$ cat config.mk
export PLATFORM = sky130hd
export DESIGN_NAME = spi_slave
export DESIGN_NICKNAME = d
export VERILOG_FILES = /design/src/rtl/spi_pkg.sv /design/src/rtl/spi_sync_edge.sv /design/src/rtl/spi_slave.sv
export SDC_FILE = /design/constraint.sdc
export NUM_CORES = 1
export LEC_CHECK = 0
export ABC_AREA = 1
export BUFFER_PORTS_ARGS = -buffer_cell sky130_fd_sc_hd__buf_4
export CAP_MARGIN = 20
export CORE_UTILIZATION = 34
export CTS_CLUSTER_DIAMETER = 40
export CTS_CLUSTER_SIZE = 14
export DETAILED_ROUTE_END_ITERATION = 12
export GPL_TIMING_DRIVEN = 0
export SYNTH_ARGS = -nofsm -noshare
export SYNTH_HDL_FRONTEND = slang
export SYNTH_HIERARCHICAL = 1
export SYNTH_SLANG_ARGS = --single-unit
$ cat constraint.sdc
create_clock -name clk -period 1.8 [get_ports clk]
set_input_delay 0 -clock clk [delete_from_list [all_inputs] [get_ports clk]]
set_output_delay 0 -clock clk [all_outputs]
set_load 0.02 [all_outputs]
$ cat src/rtl/spi_pkg.sv
// Shared definitions for the SPI slave block.
//   spi_slv_state_e : slave frame state (IDLE / ACTIVE)
//   spi_mode_t      : CPOL/CPHA pair latched at the start of each frame
//   SPI_DATA_W      : default bits per SPI byte
package spi_pkg;

    localparam int SPI_DATA_W = 8;

    typedef enum logic {
        IDLE   = 1'b0,
        ACTIVE = 1'b1
    } spi_slv_state_e;

    typedef struct packed {
        logic cpol;
        logic cpha;
    } spi_mode_t;

endpackage

$ cat src/rtl/spi_sync_edge.sv
// Synchronizer plus edge detector for one asynchronous pin.
//   clk   : system clock
//   rst   : asynchronous active-low reset
//   din   : asynchronous input pin
//   q     : synchronized level (last synchronizer stage)
//   rise  : combinational, high for one cycle after q goes 0->1
//   fall  : combinational, high for one cycle after q goes 1->0
// STAGES is the synchronizer depth (2 or more). RESET_VAL is the pin's idle
// level, so that leaving reset does not manufacture an edge on an idle pin.
module spi_sync_edge #(
    parameter int   STAGES    = 2,
    parameter logic RESET_VAL = 1'b0
) (
    input  logic clk,
    input  logic rst,
    input  logic din,
    output logic q,
    output logic rise,
    output logic fall
);

    logic [STAGES-1:0] sync_reg;
    logic              prev_reg;

    always_ff @(posedge clk or negedge rst) begin
        if (!rst) begin
            sync_reg <= {STAGES{RESET_VAL}};
            prev_reg <= RESET_VAL;
        end else begin
            sync_reg <= {sync_reg[STAGES-2:0], din};
            prev_reg <= sync_reg[STAGES-1];
        end
    end

    assign q    = sync_reg[STAGES-1];
    // Edges compare the last stage against one extra registered copy.
    assign rise =  sync_reg[STAGES-1] & ~prev_reg;
    assign fall = ~sync_reg[STAGES-1] &  prev_reg;

endmodule

$ cat src/rtl/spi_slave.sv
// Byte-oriented SPI slave, all four CPOL/CPHA modes, MSB first.
// Pins are oversampled on clk; each received byte appears on rx_data with a
// one-cycle done strobe while tx_data is shifted out on MISO in the same frame.
//   clk, rst          : system clock, asynchronous active-low reset
//   CPOL, CPHA        : SPI mode, latched when SS_n asserts
//   SCLK, MOSI, SS_n  : asynchronous SPI pins from the master
//   MISO, MISO_oe     : serial data to the master and its output enable
//   tx_data, tx_req   : byte to send; tx_req pulses once it has been captured
//   rx_data, done     : last complete byte; done pulses when it updates
//   busy              : high while a frame is in progress
module spi_slave
    import spi_pkg::*;
#(
    parameter int DATA_W      = SPI_DATA_W,
    parameter int SYNC_STAGES = 2
) (
    input  logic              clk,
    input  logic              rst,
    input  logic              CPOL,
    input  logic              CPHA,
    input  logic              SCLK,
    input  logic              MOSI,
    input  logic              SS_n,
    output logic              MISO,
    output logic              MISO_oe,
    input  logic [DATA_W-1:0] tx_data,
    output logic              tx_req,
    output logic [DATA_W-1:0] rx_data,
    output logic              done,
    output logic              busy
);

    localparam int CNT_W = (DATA_W > 1) ? $clog2(DATA_W) : 1;
    localparam logic [CNT_W-1:0] LAST_BIT = CNT_W'(DATA_W - 1);

    // ------------------------------------------------------------------
    // Pin synchronizers
    // ------------------------------------------------------------------
    logic sclk_s, sclk_rise, sclk_fall;
    logic ss_s, ss_rise, ss_fall;
    logic mosi_s, mosi_rise, mosi_fall;

    spi_sync_edge #(.STAGES(SYNC_STAGES), .RESET_VAL(1'b0)) u_sync_sclk (
        .clk  (clk),
        .rst  (rst),
        .din  (SCLK),
        .q    (sclk_s),
        .rise (sclk_rise),
        .fall (sclk_fall)
    );

    spi_sync_edge #(.STAGES(SYNC_STAGES), .RESET_VAL(1'b1)) u_sync_ss (
        .clk  (clk),
        .rst  (rst),
        .din  (SS_n),
        .q    (ss_s),
        .rise (ss_rise),
        .fall (ss_fall)
    );

    // MOSI only needs its level; its edge outputs are not used.
    spi_sync_edge #(.STAGES(SYNC_STAGES), .RESET_VAL(1'b0)) u_sync_mosi (
        .clk  (clk),
        .rst  (rst),
        .din  (MOSI),
        .q    (mosi_s),
        .rise (mosi_rise),
        .fall (mosi_fall)
    );

    logic pin_levels_unused;
    assign pin_levels_unused = &{1'b0, sclk_s, ss_s, mosi_rise, mosi_fall};

    // ------------------------------------------------------------------
    // State
    // ------------------------------------------------------------------
    spi_slv_state_e    state_reg,    state_next;
    spi_mode_t         mode_reg,     mode_next;
    logic [DATA_W-1:0] tx_shift_reg, tx_shift_next;
    logic [DATA_W-1:0] rx_shift_reg, rx_shift_next;
    logic [CNT_W-1:0]  bit_cnt_reg,  bit_cnt_next;
    logic              miso_reg,     miso_next;
    logic [DATA_W-1:0] rx_data_reg,  rx_data_next;
    logic              done_reg,     done_next;
    logic              tx_req_reg,   tx_req_next;

    // Leading edge leaves the idle level, trailing edge returns to it.
    logic lead_edge, trail_edge, sample_edge, shift_edge;

    assign lead_edge   = mode_reg.cpol ? sclk_fall : sclk_rise;
    assign trail_edge  = mode_reg.cpol ? sclk_rise : sclk_fall;
    assign sample_edge = mode_reg.cpha ? trail_edge : lead_edge;
    assign shift_edge  = mode_reg.cpha ? lead_edge  : trail_edge;

    always_ff @(posedge clk or negedge rst) begin
        if (!rst) begin
            state_reg    <= IDLE;
            mode_reg     <= '0;
            tx_shift_reg <= '0;
            rx_shift_reg <= '0;
            bit_cnt_reg  <= '0;
            miso_reg     <= 1'b0;
            rx_data_reg  <= '0;
            done_reg     <= 1'b0;
            tx_req_reg   <= 1'b0;
        end else begin
            state_reg    <= state_next;
            mode_reg     <= mode_next;
            tx_shift_reg <= tx_shift_next;
            rx_shift_reg <= rx_shift_next;
            bit_cnt_reg  <= bit_cnt_next;
            miso_reg     <= miso_next;
            rx_data_reg  <= rx_data_next;
            done_reg     <= done_next;
            tx_req_reg   <= tx_req_next;
        end
    end

    // tx_shift_reg[MSB] is always the next bit to put on MISO at a shift
    // edge. For CPHA=0 the first bit goes out on frame entry, so the shift
    // register is loaded pre-shifted; after a mid-frame reload the next
    // trailing edge therefore presents the new byte's MSB.
    always_comb begin
        state_next    = state_reg;
        mode_next     = mode_reg;
        tx_shift_next = tx_shift_reg;
        rx_shift_next = rx_shift_reg;
        bit_cnt_next  = bit_cnt_reg;
        miso_next     = miso_reg;
        rx_data_next  = rx_data_reg;
        done_next     = 1'b0;
        tx_req_next   = 1'b0;

        case (state_reg)
            IDLE: begin
                miso_next = 1'b0;
                if (ss_fall) begin
                    state_next     = ACTIVE;
                    mode_next.cpol = CPOL;
                    mode_next.cpha = CPHA;
                    tx_req_next    = 1'b1;
                    bit_cnt_next   = '0;
                    rx_shift_next  = '0;
                    if (!CPHA) begin
                        miso_next     = tx_data[DATA_W-1];
                        tx_shift_next = tx_data << 1;
                    end else begin
                        tx_shift_next = tx_data;
                    end
                end
            end

            ACTIVE: begin
                if (ss_rise) begin
                    // Abort wins over any simultaneous SCLK edge; a partial
                    // byte is simply dropped.
                    state_next = IDLE;
                    miso_next  = 1'b0;
                end else if (sample_edge) begin
                    rx_shift_next = {rx_shift_reg[DATA_W-2:0], mosi_s};
                    if (bit_cnt_reg == LAST_BIT) begin
                        rx_data_next  = {rx_shift_reg[DATA_W-2:0], mosi_s};
                        done_next     = 1'b1;
                        bit_cnt_next  = '0;
                        tx_shift_next = tx_data;
                        tx_req_next   = 1'b1;
                    end else begin
                        bit_cnt_next = bit_cnt_reg + 1'b1;
                    end
                end else if (shift_edge) begin
                    miso_next     = tx_shift_reg[DATA_W-1];
                    tx_shift_next = tx_shift_reg << 1;
                end
            end

            default: begin
                state_next = IDLE;
            end
        endcase
    end

    assign MISO    = miso_reg;
    assign MISO_oe = (state_reg == ACTIVE);
    assign busy    = (state_reg == ACTIVE);
    assign rx_data = rx_data_reg;
    assign done    = done_reg;
    assign tx_req  = tx_req_reg;

endmodule
==> results.py <==
metrics = {
    "critical_path": {
        "cp_num_buf_inv": 0,
        "cp_num_cells": 7,
        "path_cells": "ha_1 > ha_1 > nor2_1 > nand3_2 > nand2_4 > nor2_1 > a21oi_1",
        "critical_path.max_stage_delay_ns": 0.42,
        "critPathTopFamily": "simple AND/OR/NAND/NOR gates",
        "worstPathMaxFanout": 9,
        "reg2reg_slack_ns": 0.12,
        "critical_path_class": "flip-flop to flip-flop",
        "r2r_cells": 7,
        "worst_setup_path_end_kind": "flip-flop",
        "critPathLaunchType": "flip-flop",
        "required_ns": 2.03,
        "cp_data_arrival_time_ns": 1.91,
        "cp_slowest_cell": "dfrtp_1",
    },
    "cells_and_area": {
        "antennaDiodeCount": 0,
        "seqCellArea_um2": 1005,
        "fin_nets": 276,
        "layout-drive-gt1-share_pct": 26.92,
        "syn_to_final_growth_pct": 24.49,
        "nFillCells": 552,
        "finalNonFillerCells": 332,
        "multiInputGateArea_um2": 809.5,
        "finalInstanceArea_um2": 2436,
    },
    "detailed_routing": {
        "wl_per_cell_um": 12.28,
        "via_per_inst": 4.617,
        "wl_um": 4078,
        "drt-initial-drc-count": 93,
        "drc": 0,
        "drt_pre_antenna_iters": 6,
        "drtAntennaViolNets": 0,
        "via_count": 1533,
    },
    "global_route": {
        "gr-total-overflow": 0,
        "grt.total_usage_pct": 15.05,
        "antenna_found_initial": 0,
        "grt_pass1_wl_um": 6955,
        "grt_pass1_vias": 1501,
        "grt_max_degree": 41,
    },
    "synthesis": {
        "synth_area_um2": 1957,
        "synth_warnings": 6,
        "synth_cells": 219,
        "synthesis.nets": 236,
        "synth_area_per_cell_um2": 8.936,
    },
    "timing": {
        "fin_crit_sh_pct": 93.59,
        "slew_headroom_pct": 66.68,
        "rsz0062_at_grt": "yes",
        "clock_skew_ns": 0.007769,
        "setup_viol": 0,
        "hold_violations": 0,
        "drv_slew": 0,
        "min_period_ns": 1.685,
        "worst-slew-pin-transition_ns": 0.4997,
        "fmax_mhz": 593.6,
    },
    "job": {
        "drv_cap": 0,
    },
    "cts": {
        "cts.path.max_buffers": 2,
        "numCtsBuffers": 5,
        "cts_tree": "built",
        "clk-insertion-delay-late_ns": 0.30,
        "htreeDepth": 2,
        "cts_root_buf": "clkbuf_8",
        "cts_setup_buffers": 0,
        "cts.clk_slew.worst_paths_ns": 0.08,
        "cts_sinks": 40,
    },
    "floorplan": {
        "row_count": 27,
        "dieHeight_um": 77.87,
        "io_pins": 28,
        "die_area_um2": 6063,
        "coreArea_um2": 5540,
        "initial_core_util_pct": 35.32,
        "die_w_um": 77.87,
    },
    "power_and_ir_drop": {
        "powerDensity_nw_per_um2": 1125,
        "p_leak_nw": 1.226,
        "power_mw": 2.740,
        "vdd_ir_drop_max_mv": 0.4860,
    },
    "placement": {
        "dp.final_hpwl_um": 2724,
        "io_buffers": 27,
        "dpl_cell_area_um2": 2250,
        "dp_cells": 318,
        "place_congestion": 0.7474,
    },
    "worst_hold_path": {
        "hold_path.class": "primary input to flip-flop",
        "min_path_cells": 3,
    },
    "status": {
        "outcome": "completed",
    },
}
==> per-stage QoR <==
stage	utilization (%)	hold slack [ns]	TNS [ns]	setup slack (ns)
after floorplan	-	-0.2956	0	0.3040
after global routing	43.97	0.07299	-0.004632	-0.004053
after global placement	40.61	0.01236	0	0.1339
after CTS	43.77	0.05040	0	0.07918
after detailed placement	40.61	0.01461	0	0.09614
final	43.97	0.05226	0	0.1154
==> placed cells by master, fill, tap and decap left out, types with 2 or more instances in the layout <==
| cell type | n |
|---|---|
| nand2_2 | 4 |
| buf_4 | 28 |
| inv_1 | 24 |
| dfrtp_1 | 37 |
| nand3_4 | 2 |
| nand3_1 | 15 |
| ha_1 | 2 |
| dfstp_2 | 3 |
| clkbuf_1 | 2 |
| nand2_4 | 4 |
| o21ai_0 | 10 |
| clkbuf_8 | 5 |
| inv_2 | 3 |
| o21ai_2 | 9 |
| nor2_1 | 12 |
| a21oi_1 | 22 |
| dlygate4sd3_1 | 6 |
| nand2_1 | 57 |
==> routing by layer <==
| metal | vias up | track usage, % | wire length, um |
|---|---|---|---|
| met5 | - | 0 | 0 |
| met3 | 9 | 2.824 | 149 |
| met1 | 712 | 18.47 | 1870 |
| met4 | 0 | 8.491 | 96 |
| met2 | 32 | 24.69 | 1961 |
| li1 | 780 | - | - |
==> final timing paths <==
path / from / to
max reg2reg: bit_cnt_reg[0] / tx_shift_reg[2]
max in group asynchronous: rst / u_sync_ss/sync_reg[0]
min reg2reg: u_sync_sclk/sync_reg[0] / u_sync_sclk/sync_reg[1]
min: tx_data[7] / MISO
max: bit_cnt_reg[0] / tx_shift_reg[2]
min in group asynchronous: rst / tx_shift_reg[6]
==> worst min-delay path, cell delays in order <==
cell,delay (ns)
buf_4,0.09
a32oi_1,0.10
o21ai_0,0.13
==> layout make-up <==
class	count	area share, %
repair buffers	33	10.79
inverters	28	4.417
well taps	72	3.698
multi-input cells	146	33.23
flip-flops and latches	40	41.24
plain buffers	5	1.900
clock inverters	3	1.900
clock buffers	5	2.825
==> repair_timing <==
| action | 4_1_cts | 5_1_grt |
|---|---|---|
| hold endpoints to repair | 42 | 0 |
| endpoints found under the setup margin | 0 | 10 |
| resized for setup | 0 | 2 |
| hold buffers | 6 | 0 |
==> where the power goes <==
part	switching [mW]	internal, mW	total (mW)	leakage (nW)
clock network	0.344	0.418	0.761	0.0548
registers	0.102	1.06	1.17	0.506
logic	0.503	0.308	0.811	0.666
(Power assumes the default switching activity.)
